===== src/rtl/big_master_if.sv =====
// Bundle of command, response, BAR0 and BAR2 signals for the paged-window initiator.
// The master modport is the initiator's view; the slave modport is the client/bus side.
interface big_master_if #(
  parameter int BAR0_AW    = 16,
  parameter int BAR0_DW    = 64,
  parameter int BAR2_AW    = 16,
  parameter int BAR2_DW    = 64,
  parameter int PAGE_COUNT = 4,
  parameter int PAGE_SIZE  = 64
) ();
  localparam int LAW = $clog2(PAGE_COUNT * PAGE_SIZE);

  logic                   cmd_valid;
  logic                   cmd_ready;
  logic                   cmd_write;
  logic [LAW-1:0]         cmd_addr;
  logic [BAR2_DW-1:0]     cmd_wdata;
  logic                   rsp_valid;
  logic [BAR2_DW-1:0]     rsp_rdata;
  logic                   rsp_err;
  logic [BAR0_AW-1:0]     bar0_address;
  logic                   bar0_write;
  logic [BAR0_DW-1:0]     bar0_writedata;
  logic [BAR0_DW/8-1:0]   bar0_byteenable;
  logic                   bar0_waitrequest;
  logic [BAR2_AW-1:0]     bar2_address;
  logic                   bar2_read;
  logic                   bar2_write;
  logic [BAR2_DW-1:0]     bar2_writedata;
  logic [BAR2_DW/8-1:0]   bar2_byteenable;
  logic                   bar2_waitrequest;
  logic                   bar2_readdatavalid;
  logic [BAR2_DW-1:0]     bar2_readdata;

  modport master (
    input  cmd_valid, cmd_write, cmd_addr, cmd_wdata,
    output cmd_ready, rsp_valid, rsp_rdata, rsp_err,
    output bar0_address, bar0_write, bar0_writedata, bar0_byteenable,
    input  bar0_waitrequest,
    output bar2_address, bar2_read, bar2_write, bar2_writedata, bar2_byteenable,
    input  bar2_waitrequest, bar2_readdatavalid, bar2_readdata
  );

  modport slave (
    output cmd_valid, cmd_write, cmd_addr, cmd_wdata,
    input  cmd_ready, rsp_valid, rsp_rdata, rsp_err,
    input  bar0_address, bar0_write, bar0_writedata, bar0_byteenable,
    output bar0_waitrequest,
    input  bar2_address, bar2_read, bar2_write, bar2_writedata, bar2_byteenable,
    output bar2_waitrequest, bar2_readdatavalid, bar2_readdata
  );
endinterface


===== src/rtl/big_master.sv =====
// Avalon-MM paged-window initiator: turns a linear word command into an optional BAR0
// page-select write (only on page change) followed by one BAR2 access.
module big_master #(
  parameter int BAR0_AW       = 16,
  parameter int BAR0_DW       = 64,
  parameter int BAR2_AW       = 16,
  parameter int BAR2_DW       = 64,
  parameter int PAGE_COUNT    = 4,
  parameter int PAGE_SIZE     = 64,
  parameter int PAGE_REG_ADDR = 0
) (
  input  logic         clock,
  input  logic         reset,
  big_master_if.master bus
);
  localparam int LAW = $clog2(PAGE_COUNT * PAGE_SIZE);
  localparam int OW  = $clog2(PAGE_SIZE);
  localparam int PW  = (PAGE_COUNT > 1) ? $clog2(PAGE_COUNT) : 1;
  localparam int BSH = $clog2(BAR2_DW / 8);

  typedef enum logic [2:0] {IDLE, SEL, ACC, RDW, RSP} state_t;

  state_t              state_q, state_d;
  logic                page_valid_q, page_valid_d;
  logic [PW-1:0]       cur_page_q, cur_page_d;
  logic                wr_q, wr_d;
  logic [PW-1:0]       page_q, page_d;
  logic [OW-1:0]       off_q, off_d;
  logic [BAR2_DW-1:0]  wdata_q, wdata_d;
  logic                err_q, err_d;

  logic                cmd_ready_q, cmd_ready_d;
  logic                rsp_valid_q, rsp_valid_d;
  logic [BAR2_DW-1:0]  rsp_rdata_q, rsp_rdata_d;
  logic                rsp_err_q, rsp_err_d;
  logic [BAR0_AW-1:0]  bar0_address_q, bar0_address_d;
  logic                bar0_write_q, bar0_write_d;
  logic [BAR0_DW-1:0]  bar0_writedata_q, bar0_writedata_d;
  logic [BAR2_AW-1:0]  bar2_address_q, bar2_address_d;
  logic                bar2_read_q, bar2_read_d;
  logic                bar2_write_q, bar2_write_d;
  logic [BAR2_DW-1:0]  bar2_writedata_q, bar2_writedata_d;

  logic [LAW-1:0]      cmd_addr_s;
  logic [31:0]         cmd_page_s;
  logic [OW-1:0]       cmd_off_s;
  logic                cmd_err_s;
  logic                cmd_hit_s;
  logic                accept_s;

  assign cmd_addr_s = bus.cmd_addr;

  // Address split of the incoming command and page-hit / range decisions.
  always_comb begin
    cmd_page_s = 32'(cmd_addr_s) / 32'(PAGE_SIZE);
    cmd_off_s  = OW'(32'(cmd_addr_s) % 32'(PAGE_SIZE));
    cmd_err_s  = (cmd_page_s >= 32'(PAGE_COUNT));
    cmd_hit_s  = page_valid_q && (PW'(cmd_page_s) == cur_page_q);
    accept_s   = (state_q == IDLE) && bus.cmd_valid;
  end

  // Next-state logic plus next values of every registered output.
  always_comb begin
    state_d      = state_q;
    page_valid_d = page_valid_q;
    cur_page_d   = cur_page_q;
    wr_d         = accept_s ? bus.cmd_write  : wr_q;
    page_d       = accept_s ? PW'(cmd_page_s) : page_q;
    off_d        = accept_s ? cmd_off_s      : off_q;
    wdata_d      = accept_s ? bus.cmd_wdata  : wdata_q;
    err_d        = accept_s ? cmd_err_s      : err_q;

    case (state_q)
      IDLE: begin
        if (!accept_s) begin
          state_d = IDLE;
        end else if (cmd_err_s) begin
          state_d = RSP;
        end else if (cmd_hit_s) begin
          state_d = ACC;
        end else begin
          state_d = SEL;
        end
      end
      SEL: begin
        if (!bus.bar0_waitrequest) begin
          state_d      = ACC;
          cur_page_d   = page_q;
          page_valid_d = 1'b1;
        end else begin
          state_d = SEL;
        end
      end
      ACC: begin
        if (!bus.bar2_waitrequest) begin
          state_d = wr_q ? RSP : RDW;
        end else begin
          state_d = ACC;
        end
      end
      RDW: begin
        if (bus.bar2_readdatavalid) begin
          state_d = RSP;
        end else begin
          state_d = RDW;
        end
      end
      RSP:     state_d = IDLE;
      default: state_d = IDLE;
    endcase

    // Outputs are decoded from the next state so every strobe comes straight off a flop.
    cmd_ready_d      = (state_d == IDLE);
    bar0_write_d     = (state_d == SEL);
    bar0_address_d   = (state_d == SEL) ? BAR0_AW'(PAGE_REG_ADDR) : {BAR0_AW{1'b0}};
    bar0_writedata_d = (state_d == SEL) ? BAR0_DW'(page_d) : bar0_writedata_q;
    bar2_write_d     = (state_d == ACC) && wr_d;
    bar2_read_d      = (state_d == ACC) && !wr_d;
    bar2_address_d   = (state_d == ACC) ? (BAR2_AW'(off_d) << BSH) : bar2_address_q;
    bar2_writedata_d = ((state_d == ACC) && wr_d) ? wdata_d : bar2_writedata_q;
    rsp_valid_d      = (state_d == RSP);
    rsp_err_d        = (state_d == RSP) && err_d;
    rsp_rdata_d      = ((state_q == RDW) && bus.bar2_readdatavalid) ? bus.bar2_readdata
                                                                     : rsp_rdata_q;
  end

  // State, captured command and output registers.
  always_ff @(posedge clock or posedge reset) begin
    if (reset) begin
      state_q          <= IDLE;
      page_valid_q     <= 1'b0;
      cur_page_q       <= {PW{1'b0}};
      wr_q             <= 1'b0;
      page_q           <= {PW{1'b0}};
      off_q            <= {OW{1'b0}};
      wdata_q          <= {BAR2_DW{1'b0}};
      err_q            <= 1'b0;
      cmd_ready_q      <= 1'b1;
      rsp_valid_q      <= 1'b0;
      rsp_rdata_q      <= {BAR2_DW{1'b0}};
      rsp_err_q        <= 1'b0;
      bar0_address_q   <= {BAR0_AW{1'b0}};
      bar0_write_q     <= 1'b0;
      bar0_writedata_q <= {BAR0_DW{1'b0}};
      bar2_address_q   <= {BAR2_AW{1'b0}};
      bar2_read_q      <= 1'b0;
      bar2_write_q     <= 1'b0;
      bar2_writedata_q <= {BAR2_DW{1'b0}};
    end else begin
      state_q          <= state_d;
      page_valid_q     <= page_valid_d;
      cur_page_q       <= cur_page_d;
      wr_q             <= wr_d;
      page_q           <= page_d;
      off_q            <= off_d;
      wdata_q          <= wdata_d;
      err_q            <= err_d;
      cmd_ready_q      <= cmd_ready_d;
      rsp_valid_q      <= rsp_valid_d;
      rsp_rdata_q      <= rsp_rdata_d;
      rsp_err_q        <= rsp_err_d;
      bar0_address_q   <= bar0_address_d;
      bar0_write_q     <= bar0_write_d;
      bar0_writedata_q <= bar0_writedata_d;
      bar2_address_q   <= bar2_address_d;
      bar2_read_q      <= bar2_read_d;
      bar2_write_q     <= bar2_write_d;
      bar2_writedata_q <= bar2_writedata_d;
    end
  end

  assign bus.cmd_ready       = cmd_ready_q;
  assign bus.rsp_valid       = rsp_valid_q;
  assign bus.rsp_rdata       = rsp_rdata_q;
  assign bus.rsp_err         = rsp_err_q;
  assign bus.bar0_address    = bar0_address_q;
  assign bus.bar0_write      = bar0_write_q;
  assign bus.bar0_writedata  = bar0_writedata_q;
  assign bus.bar0_byteenable = {(BAR0_DW/8){1'b1}};
  assign bus.bar2_address    = bar2_address_q;
  assign bus.bar2_read       = bar2_read_q;
  assign bus.bar2_write      = bar2_write_q;
  assign bus.bar2_writedata  = bar2_writedata_q;
  assign bus.bar2_byteenable = {(BAR2_DW/8){1'b1}};
endmodule

===== src/flat_wrapper.sv =====
// flat-port wrapper written by rule: the top's interface ports become plain ports
module big_master_flat 
#(
  parameter int BAR0_AW       = 16,
  parameter int BAR0_DW       = 64,
  parameter int BAR2_AW       = 16,
  parameter int BAR2_DW       = 64,
  parameter int PAGE_COUNT    = 4,
  parameter int PAGE_SIZE     = 64,
  parameter int PAGE_REG_ADDR = 0
)
  (clock, reset, bus_cmd_valid, bus_cmd_write, bus_cmd_addr, bus_cmd_wdata, bus_cmd_ready, bus_rsp_valid, bus_rsp_rdata, bus_rsp_err, bus_bar0_address, bus_bar0_write, bus_bar0_writedata, bus_bar0_byteenable, bus_bar0_waitrequest, bus_bar2_address, bus_bar2_read, bus_bar2_write, bus_bar2_writedata, bus_bar2_byteenable, bus_bar2_waitrequest, bus_bar2_readdatavalid, bus_bar2_readdata);
  big_master_if #(.BAR0_AW(BAR0_AW), .BAR0_DW(BAR0_DW), .BAR2_AW(BAR2_AW), .BAR2_DW(BAR2_DW), .PAGE_COUNT(PAGE_COUNT), .PAGE_SIZE(PAGE_SIZE)) bus_i ();
  input  logic clock;
  input  logic reset;
  input wire logic [$bits(bus_i.cmd_valid)-1:0] bus_cmd_valid;
  input wire logic [$bits(bus_i.cmd_write)-1:0] bus_cmd_write;
  input wire logic [$bits(bus_i.cmd_addr)-1:0] bus_cmd_addr;
  input wire logic [$bits(bus_i.cmd_wdata)-1:0] bus_cmd_wdata;
  output wire logic [$bits(bus_i.cmd_ready)-1:0] bus_cmd_ready;
  output wire logic [$bits(bus_i.rsp_valid)-1:0] bus_rsp_valid;
  output wire logic [$bits(bus_i.rsp_rdata)-1:0] bus_rsp_rdata;
  output wire logic [$bits(bus_i.rsp_err)-1:0] bus_rsp_err;
  output wire logic [$bits(bus_i.bar0_address)-1:0] bus_bar0_address;
  output wire logic [$bits(bus_i.bar0_write)-1:0] bus_bar0_write;
  output wire logic [$bits(bus_i.bar0_writedata)-1:0] bus_bar0_writedata;
  output wire logic [$bits(bus_i.bar0_byteenable)-1:0] bus_bar0_byteenable;
  input wire logic [$bits(bus_i.bar0_waitrequest)-1:0] bus_bar0_waitrequest;
  output wire logic [$bits(bus_i.bar2_address)-1:0] bus_bar2_address;
  output wire logic [$bits(bus_i.bar2_read)-1:0] bus_bar2_read;
  output wire logic [$bits(bus_i.bar2_write)-1:0] bus_bar2_write;
  output wire logic [$bits(bus_i.bar2_writedata)-1:0] bus_bar2_writedata;
  output wire logic [$bits(bus_i.bar2_byteenable)-1:0] bus_bar2_byteenable;
  input wire logic [$bits(bus_i.bar2_waitrequest)-1:0] bus_bar2_waitrequest;
  input wire logic [$bits(bus_i.bar2_readdatavalid)-1:0] bus_bar2_readdatavalid;
  input wire logic [$bits(bus_i.bar2_readdata)-1:0] bus_bar2_readdata;
  assign bus_i.cmd_valid = bus_cmd_valid;
  assign bus_i.cmd_write = bus_cmd_write;
  assign bus_i.cmd_addr = bus_cmd_addr;
  assign bus_i.cmd_wdata = bus_cmd_wdata;
  assign bus_cmd_ready = bus_i.cmd_ready;
  assign bus_rsp_valid = bus_i.rsp_valid;
  assign bus_rsp_rdata = bus_i.rsp_rdata;
  assign bus_rsp_err = bus_i.rsp_err;
  assign bus_bar0_address = bus_i.bar0_address;
  assign bus_bar0_write = bus_i.bar0_write;
  assign bus_bar0_writedata = bus_i.bar0_writedata;
  assign bus_bar0_byteenable = bus_i.bar0_byteenable;
  assign bus_i.bar0_waitrequest = bus_bar0_waitrequest;
  assign bus_bar2_address = bus_i.bar2_address;
  assign bus_bar2_read = bus_i.bar2_read;
  assign bus_bar2_write = bus_i.bar2_write;
  assign bus_bar2_writedata = bus_i.bar2_writedata;
  assign bus_bar2_byteenable = bus_i.bar2_byteenable;
  assign bus_i.bar2_waitrequest = bus_bar2_waitrequest;
  assign bus_i.bar2_readdatavalid = bus_bar2_readdatavalid;
  assign bus_i.bar2_readdata = bus_bar2_readdata;
  big_master #(.BAR0_AW(BAR0_AW), .BAR0_DW(BAR0_DW), .BAR2_AW(BAR2_AW), .BAR2_DW(BAR2_DW), .PAGE_COUNT(PAGE_COUNT), .PAGE_SIZE(PAGE_SIZE), .PAGE_REG_ADDR(PAGE_REG_ADDR)) u_core (.clock(clock), .reset(reset), .bus(bus_i));
endmodule

===== config.mk =====
export PLATFORM = sky130hd
export DESIGN_NAME = big_master_flat
export DESIGN_NICKNAME = d
export VERILOG_FILES = /design/src/rtl/big_master_if.sv /design/src/rtl/big_master.sv /design/src/flat_wrapper.sv
export SDC_FILE = /design/constraint.sdc
export NUM_CORES = 1
export LEC_CHECK = 0
export CORE_ASPECT_RATIO = 0.75
export CORE_MARGIN = 3
export CORE_UTILIZATION = 43
export DETAILED_ROUTE_END_ITERATION = 8
export PLACE_DENSITY = 0.88
export SYNTH_ARGS = -nofsm -noshare
export SYNTH_HDL_FRONTEND = slang
export SYNTH_SLANG_ARGS = --single-unit

===== constraint.sdc =====
create_clock -name clock -period 9.15 [get_ports clock]
set_input_delay 2.2875 -clock clock [delete_from_list [all_inputs] [get_ports clock]]
set_output_delay 2.2875 -clock clock [all_outputs]
set_load 0.05 [all_outputs]

==> metrics.txt, run 1 <==
status=complete, no violations; post-detail-place hpwl=14.8 mm; Ys Warns=0; # clock sinks=222; drt total wl=21.2 mm; number of setup buffers added after CTS=0; critical path's largest stage delay=about 0.75 ns; reg2reg end=u_core.bus.bar2_writedata[35]; Mean Syn Cell Area=12.1 sq um; sequential area share after synthesis=0.606; DR DRC count=0; pwr/cell area=~410 nW/um^2; I/O Pins=between 300 and 400; Die H=~130 microns; slowest stage cell, crit path=buf_4; Slew Viols, Final=0; Leak=around 0.0059 uW; Max Cap Violations=0; Worst R2R Start=u_core.state_q[0]; DRT iter0 DRCs=between 200 and 300; clock tree buffer depth=3; f_max=193 MHz; Hold WS=between 0.4 and 0.5 ns; Final Hold Fails=0; Starting Density=0.445; RSZ-0062 raised after global routing=no; Fin Setup TNS=0 ns; vias in the first global route=6415; Internal Power=2820 uW; clock group share of total power=0.158; vias post-DR=between 6000 and 7000; Stages on worst setup path=7; delay-heaviest family, CP=buffers and inverters; Mapped Cells=755; Clock transition at path regs=roughly 0.060 ns; FFs w/ async S/R, synth=1.00; Setup Viol. Count Final=0; clock root cell=clkbuf_16; DP Cell Count=1290; fin nets=1175; Layout area overhead=36.0%; kind of critical path=in -> reg; M1 wire length=about 8.4 mm; hold crit path type=reg -> reg; Final Non-Filler Cells=1326; Slew @ Worst Pin=1.02 ns; fill count=1607; max_slew headroom=0.318; Switch Pwr=~2300 uW; GRT Total Usage=0.179; HP Start=u_core.wdata_q[54]; number of synthesized flops with an enable pin=0; post_cts resized=0; Seq pwr share=0.323; Overflow after GRT=0; r2r setup slk=~5.6 ns; met3 WL=~2 mm; dpl cell area=11800 sq um; total area of multi-input combinational cells=3010 sq um; antenna violations before repair=0; vias per std cell=about 4.5; # diodes=0; total length of routed met2 wires=10.3 mm; Std-Cell Rows=45; post-route cell area=around 12000 sq um; crit path cell chain=clkdlybuf4s50_1, nor4b_4, buf_4, nand2_1, a221oi_4, buf_4, mux2_1; wire per inst=approximately 16 microns; core area=~21000 sq um; Yosys top cell by area=dfrtp_1; crit path time final=between 5 and 6 ns; Synth area leaders=dfrtp_1 60%, mux2_2 10%, nand2_1 9.1%; sequential cell area=~5600 sq um; Crit path arrival time=~5.5 ns; Die X=between 150 and 200 microns; leading cell type in the layout, fill and taps excluded=clkdlybuf4s50_1; pin count of the biggest net entering global routing=144; fin crit share=0.565; hold_buf cts=0; Worst Setup End Kind=register; Sw Share=0.452; worst vdd ir=approximately 0.37 mV; layout cell share with drive strength beyond 1=0.119; Crit Path Max Fanout=71; R2R depth=6; Clock Skew=~0.017 ns; post-route ant nets=0; CTS Buf Count=22; worst hold path depth=2; share of the synthesized area in the top cell type=0.603; CP dominant cell by count=buf_4; drt pass-1 iters=4; logic gate share of total power=0.519; Mapped Area=slightly above 9000 sq um; Worst Hold End=u_core.wdata_q[54]; library cells used by synthesis=33; CTS H-Tree Depth=1; commonest cells after routing, fill and taps aside=284 x clkdlybuf4s50_1, 222 x nand2_1, 221 x dfrtp_1; first-pass GRT wire length=between 30 and 40 mm; I/O Buffers=around 280; Die ar.=~23000 sq um; Setup crit start kind=primary input; flops & latches, synth=about 220; Synth Flop Type=dfrtp_1; CTS tree=done; clk_lat worst skew=around 0.50 ns; global placer's final weighted congestion=between 0.7 and 0.8; uppermost layer routed=met4; Crit path required time=~9.5 ns; CP bufs+invs=3
[synthesized netlist by cell type, drive strengths merged (2+ instances only)]
library cell and n:
dfrtp 221, clkbuf 10, nand2b 2, buf 127, nor2 5, a21oi 2
conb 2, and2 2, nor4b 2, nand2 222, mux2 138, xor2 2
inv 5
[power groups by stage]
stage / Combinational (uW) / Sequential (uW) / Clock (uW)
CTS: 2700 / 1660 / 838
floorplan: 858 / 2650 / 0
detailed placement: 2680 / 1670 / 0
global route: 2810 / 1710 / 877
global placement: 2630 / 1650 / 0
finish: 2670 / 1660 / 814
[stage by stage]
stage / setup slack, ns / total power (uW) / utilization
detailed placement: 3.51 / 4350 / 0.574
global route: 3.81 / 5400 / 0.605
global placement: 3.57 / 4280 / 0.574
floorplan: 0.786 / 3510 / -
CTS: 4.01 / 5190 / 0.605
finish: 3.98 / 5140 / 0.605
[worst max path at each step]
stage / endpoint / slack (ns) / from
after detailed placement: u_core.bus.bar2_writedata[62] / 3.51 / bus_cmd_valid
after CTS: u_core.bus.bar2_writedata[62] / 4.01 / bus_cmd_valid
final: u_core.bus.bar2_writedata[35] / 3.98 / bus_cmd_valid
after floorplan: u_core.bus.bar0_write / 0.79 / reset
after global routing: u_core.bus.bar2_writedata[55] / 3.81 / bus_cmd_valid
after global placement: u_core.bus.bar2_writedata[55] / 3.57 / bus_cmd_valid
[flip-flops by register name (all words and copies together), names as in the netlist]
| name | cells |
|---|---|
| u_core.bus.bar2_writedata | 64 |
| u_core.bus.rsp_rdata | 64 |
| u_core.wdata_q | 64 |
| u_core.bus.bar2_address | 6 |
| u_core.off_q | 6 |
| u_core.state_q | 3 |
| u_core.bus.bar0_writedata | 2 |
| u_core.cur_page_q | 2 |
| u_core.page_q | 2 |
| u_core.bus.bar0_write | 1 |
| u_core.bus.bar2_read | 1 |
| u_core.bus.bar2_write | 1 |
| u_core.bus.cmd_ready | 1 |
| u_core.bus.rsp_err | 1 |
| u_core.bus.rsp_valid | 1 |
| u_core.err_q | 1 |
| u_core.page_valid_q | 1 |
| u_core.wr_q | 1 |
[cells by family after synthesis]
| family | synth area share |
|---|---|
| mux | 0.170 |
| buf+inv | 0.109 |
| other cells | 0.000819 |
| flops | 0.606 |
| compound gates | 0.00846 |
| xor+xnor | 0.00191 |
| simple gates | 0.104 |
[routing by layer]
metal  vias up  global-route usage
met5         -                   0
met4         0              0.0394
met3        36              0.0611
met2       278               0.304
met1      2931               0.223
li1       2778                   -
[cell type report]
| class | instances | area share |
|---|---|---|
| well taps | 282 | 0.0283 |
| multi-input cells | 493 | 0.242 |
| repair buffers | 288 | 0.230 |
| clock buffers | 31 | 0.0485 |
| flip-flops and latches | 222 | 0.446 |
| inverters | 5 | 0.00211 |
| clock inverters | 5 | 0.00311 |
[worst register-to-register path, cell delays in order (launching register included)]
cell	delay, ns
dfrtp_1	0.53
nor4b_4	0.41
buf_4	0.72
nand2_1	0.25
a221oi_4	0.29
buf_4	0.75
mux2_1	0.46
(Power assumes the default switching activity.)
==> run 2: changes to the inputs <==
==> constraint.sdc (replaced) <==
create_clock -name clock -period 5.1 [get_ports clock]
set_input_delay 1.275 -clock clock [delete_from_list [all_inputs] [get_ports clock]]
set_output_delay 1.275 -clock clock [all_outputs]
set_load 0.05 [all_outputs]
==> metrics.txt, run 2 (same netlist as run 1, synthesis figures left out) <==
status=complete, no violations; post-route cell area=around 13000 sq um; vias in the first global route=6377; clock tree buffer depth=3; met2 Use GR=0.301; kind of critical path=in -> reg; CTS tree=done; Hold WS=between 0.4 and 0.5 ns; fin crit share=0.660; max_slew headroom=0.450; Final Hold Fails=0; # clock sinks=222; I/O Buffers=284; Worst Setup End Kind=register; Die ar.=23100 sq um; DR DRC count=0; f_max=between 200 and 300 MHz; Clock transition at path regs=0.06 ns; antenna violations before repair=0; wire per inst=~16 microns; Crit path required time=between 5 and 6 ns; Crit Path Max Fanout=between 40 and 50; drt pass-1 iters=4; Starting Density=0.445; CTS H-Tree Depth=1; clock root cell=clkbuf_16; hold crit path type=reg -> reg; pre-CTS WS=roughly 1.2 ns; M3 GR Usage=0.0663; global placer's final weighted congestion=just under 0.8; DRT iter0 DRCs=between 300 and 400; number of setup buffers added after CTS=0; Die X=~170 microns; Clock Skew=0.0212 ns; Fin Setup TNS=0 ns; pwr/cell area=746 nW/um^2; RSZ-0062 raised after global routing=no; core area=20600 sq um; worst vdd ir=around 0.47 mV; dpl cell area=~12000 sq um; Overflow after GRT=0; fill count=approximately 1600; drt total wl=about 21 mm; CTS Buf Count=22; Max Cap Violations=0; Layout area overhead=37.7%; layout cell share with drive strength beyond 1=0.131; met1 global-route usage=0.219; commonest cells after routing, fill and taps aside=284 x clkdlybuf4s50_1, 222 x nand2_1, 221 x dfrtp_1; fin nets=roughly 1200; GRT Total Usage=0.179; post_cts resized=0; post-route ant nets=0; Crit path arrival time=about 3.7 ns; Setup crit start kind=primary input; Slew @ Worst Pin=between 0.8 and 0.9 ns; I/O Pins=between 300 and 400; hold_buf cts=0; leading cell type in the layout, fill and taps excluded=clkdlybuf4s50_1; Slew Viols, Final=0; Std-Cell Rows=45; grt peak-use layer=met2; first-pass GRT wire length=approximately 34 mm; vias per std cell=roughly 4.6; crit path time final=between 3 and 4 ns; # diodes=0; vias post-DR=just over 6000; post-detail-place hpwl=15.2 mm; pin count of the biggest net entering global routing=121; Setup Viol. Count Final=0; clk_lat worst skew=0.50 ns; Die H=around 130 microns; final worst slack=1.74 ns; Leak=between 0.005 and 0.006 uW
[run 2: cell type report]
| type | count | area, sq um | share of cell area |
|---|---|---|---|
| clock buffer | 28 | 623 | 0.0494 |
| clock inverter | 12 | 128 | 0.0101 |
| inverter | 5 | 22.5 | 0.00178 |
| multi-input combinational | 493 | 3010 | 0.239 |
| sequential | 222 | 5560 | 0.440 |
| tap | 282 | 353 | 0.0279 |
| timing repair buffer | 292 | 2930 | 0.232 |
[run 2: stage by stage]
stage           util  instances  total power, uW
3_3_place_gp   0.576       1294             7680
5_1_grt        0.613       1334             9880
3_5_place_dp   0.576       1294             7820
6_report       0.613       1334             9420
2_1_floorplan      -        857             6300
4_1_cts        0.613       1334             9520
[run 2: worst max-delay path: stages]
cell and delay [ns]:
clkdlybuf4s50_1 0.47, nor4b_4 0.22, buf_4 0.29, nand2_1 0.15, a221oi_4 0.31, buf_4 0.58
mux2_1 0.39
[run 2: power breakdown]
part,switching [uW],internal [uW]
combinational,3150,1650
sequential,384,2590
clock,675,972
total,4210,5220
[run 2: routing by layer]
layer | wire, microns | up-vias
li1 | - | 2800
met1 | 8260 | 3008
met2 | 10600 | 263
met3 | 2070 | 44
met4 | 552 | 0
met5 | 0 | -
[run 2: worst paths after layout]
kind                       slack, ns                from                       endpoint  cells after the start
setup / recovery                1.74       bus_cmd_valid  u_core.bus.bar2_writedata[37]                      7
hold / removal                  0.47  u_core.wdata_q[37]             u_core.wdata_q[37]                      2
setup reg to reg                2.32   u_core.state_q[0]  u_core.bus.bar2_writedata[37]                      6
hold reg to reg                 0.47  u_core.wdata_q[37]             u_core.wdata_q[37]                      2
max in group asynchronous       3.03               reset             u_core.wdata_q[43]                      3
min in group asynchronous       1.11               reset       u_core.bus.rsp_rdata[39]                      2
==> run 3: changes to the inputs <==
==> constraint.sdc (replaced) <==
create_clock -name clock -period 3.4 [get_ports clock]
set_input_delay 0.85 -clock clock [delete_from_list [all_inputs] [get_ports clock]]
set_output_delay 0.85 -clock clock [all_outputs]
set_load 0.05 [all_outputs]
==> metrics.txt, run 3 (same netlist as run 1, synthesis figures left out) <==
status=complete, no violations; clk_lat worst skew=approximately 0.51 ns; max_slew headroom=0.450; Setup crit start kind=register; kind of critical path=reg -> out; fin nets=between 1000 and 1500; Internal Power=7800 uW; post-detail-place hpwl=~16 mm; Worst R2R Start=u_core.state_q[0]; leading cell type in the layout, fill and taps excluded=clkdlybuf4s50_1; Layout area overhead=38.3%; Die H=between 100 and 150 microns; core area=a little over 20000 sq um; # clock sinks=222; R2R depth=6; I/O Buffers=between 200 and 300; pwr/cell area=approximately 1100 nW/um^2; DRT iter0 DRCs=about 320; first-pass GRT wire length=between 30 and 40 mm; Crit path arrival time=approximately 1.9 ns; worst vdd ir=~0.87 mV; post-route ant nets=0; commonest cells after routing, fill and taps aside=284 x clkdlybuf4s50_1, 222 x nand2_1, 221 x dfrtp_1; crit path time final=about 2.7 ns; clock root cell=clkbuf_16; hold crit path type=reg -> reg; Setup Viol. Count Final=0; CTS tree=done; global placer's final weighted congestion=approximately 0.76; layout cell share with drive strength beyond 1=0.132; post_cts resized=0; total area of multi-input combinational cells=between 3000 and 4000 sq um; crit path cell chain=clkdlybuf4s50_1; drt total wl=between 20 and 25 mm; Seq pwr share=0.317; Std-Cell Rows=45; slowest stage cell, crit path=clkdlybuf4s50_1; f_max=approximately 370 MHz; Slew Viols, Final=0; Leak=between 0.006 and 0.007 uW; r2r setup slk=0.95 ns; number of setup buffers added after CTS=0; reg2reg end=u_core.bus.bar2_writedata[26]; logic gate share of total power=0.514; Crit path required time=around 2.6 ns; Final Non-Filler Cells=between 1000 and 1500; fin crit share=0.804; hold_buf cts=0; critical path's largest stage delay=slightly below 0.9 ns; Die ar.=between 20000 and 25000 sq um; Max Cap Violations=0; Stages on worst setup path=1; sequential cell area=approximately 5600 sq um; Clock transition at path regs=0.06 ns; fill count=between 1500 and 2000; Worst Hold End=u_core.wdata_q[37]; Sw Share=0.447; vias in the first global route=approximately 6500; worst hold path depth=2; DR DRC count=0; crit path launch=u_core.bus.cmd_ready; Overflow after GRT=0; vias post-DR=approximately 6000; final core utilization=0.615; antenna violations before repair=0; wire per inst=~16 microns; Pwr Total=about 14000 uW; DP Cell Count=1300; Worst Setup End Kind=output port; GRT Total Usage=0.182; RSZ-0062 raised after global routing=no; drt pass-1 iters=4; pin count of the biggest net entering global routing=95; Starting Density=0.445; vias per std cell=about 4.5; Clock Skew=0.0235 ns; I/O Pins=389; clock tree buffer depth=3; Slew @ Worst Pin=slightly above 0.8 ns; CTS Buf Count=22; CP bufs+invs=1; # diodes=0; CTS H-Tree Depth=1; Final Hold Fails=0; HP Start=u_core.wdata_q[37]; Crit Path Max Fanout=1; Fin Setup TNS=0 ns; clock group share of total power=0.169; Die X=approximately 170 microns; Switch Pwr=6300 uW; delay-heaviest family, CP=buffers and inverters
## run 3: cell types whose count changed in the layout (fill, tap and decap cells not counted), sizes merged
cell / change
buf: +6
clkinv: -5
clkbuf: +3
bufinv: -1
clkinvlp: +1
inv: -1
## run 3: power groups by stage
stage | clock network [uW] | registers [uW] | logic, uW
after floorplan | 0 | 7140 | 2310
after global placement | 0 | 4430 | 7150
after detailed placement | 0 | 4500 | 7290
after CTS | 2450 | 4470 | 7330
after global routing | 2540 | 4610 | 7630
final | 2380 | 4460 | 7250
## run 3: worst max-delay path by stage
stage	to	slack [ns]
detailed placement	u_core.bus.bar2_writedata[20]	0.23
floorplan	u_core.bus.bar0_write	-0.35
global route	u_core.bus.bar2_writedata[10]	0.60
global placement	u_core.bus.bar2_writedata[24]	0.31
CTS	bus_cmd_ready	0.66
finish	bus_cmd_ready	0.67
## run 3: cell type report
type                    count  area share
clock buffers              31      0.0508
clock inverters             6     0.00543
inverters                   5     0.00178
multi-input cells         493       0.238
flip-flops and latches    222       0.438
well taps                 282      0.0278
repair buffers            298       0.238
## run 3: metal layers
| metal | part of all wire | GRT usage |
|---|---|---|
| met4 | 0.018 | 0.0350 |
| met2 | 0.49 | 0.314 |
| met5 | 0 | 0 |
| met1 | 0.40 | 0.225 |
| met3 | 0.088 | 0.0622 |
## run 3: tightest hold or removal path: stages (launching register included)
cell and delay (ns):
dfrtp_1 0.32, nand2_1 0.04, nand2_1 0.07
## run 3: metrics by stage
stage | area, sq um | hold slack (ns) | setup slack (ns)
after detailed placement | 12000 | 0.454 | 0.228
after global placement | 12000 | 0.448 | 0.309
after global routing | 12700 | 0.488 | 0.602
after floorplan | 9550 | 0.436 | -0.345
final | 12700 | 0.466 | 0.667
after CTS | 12700 | 0.470 | 0.661
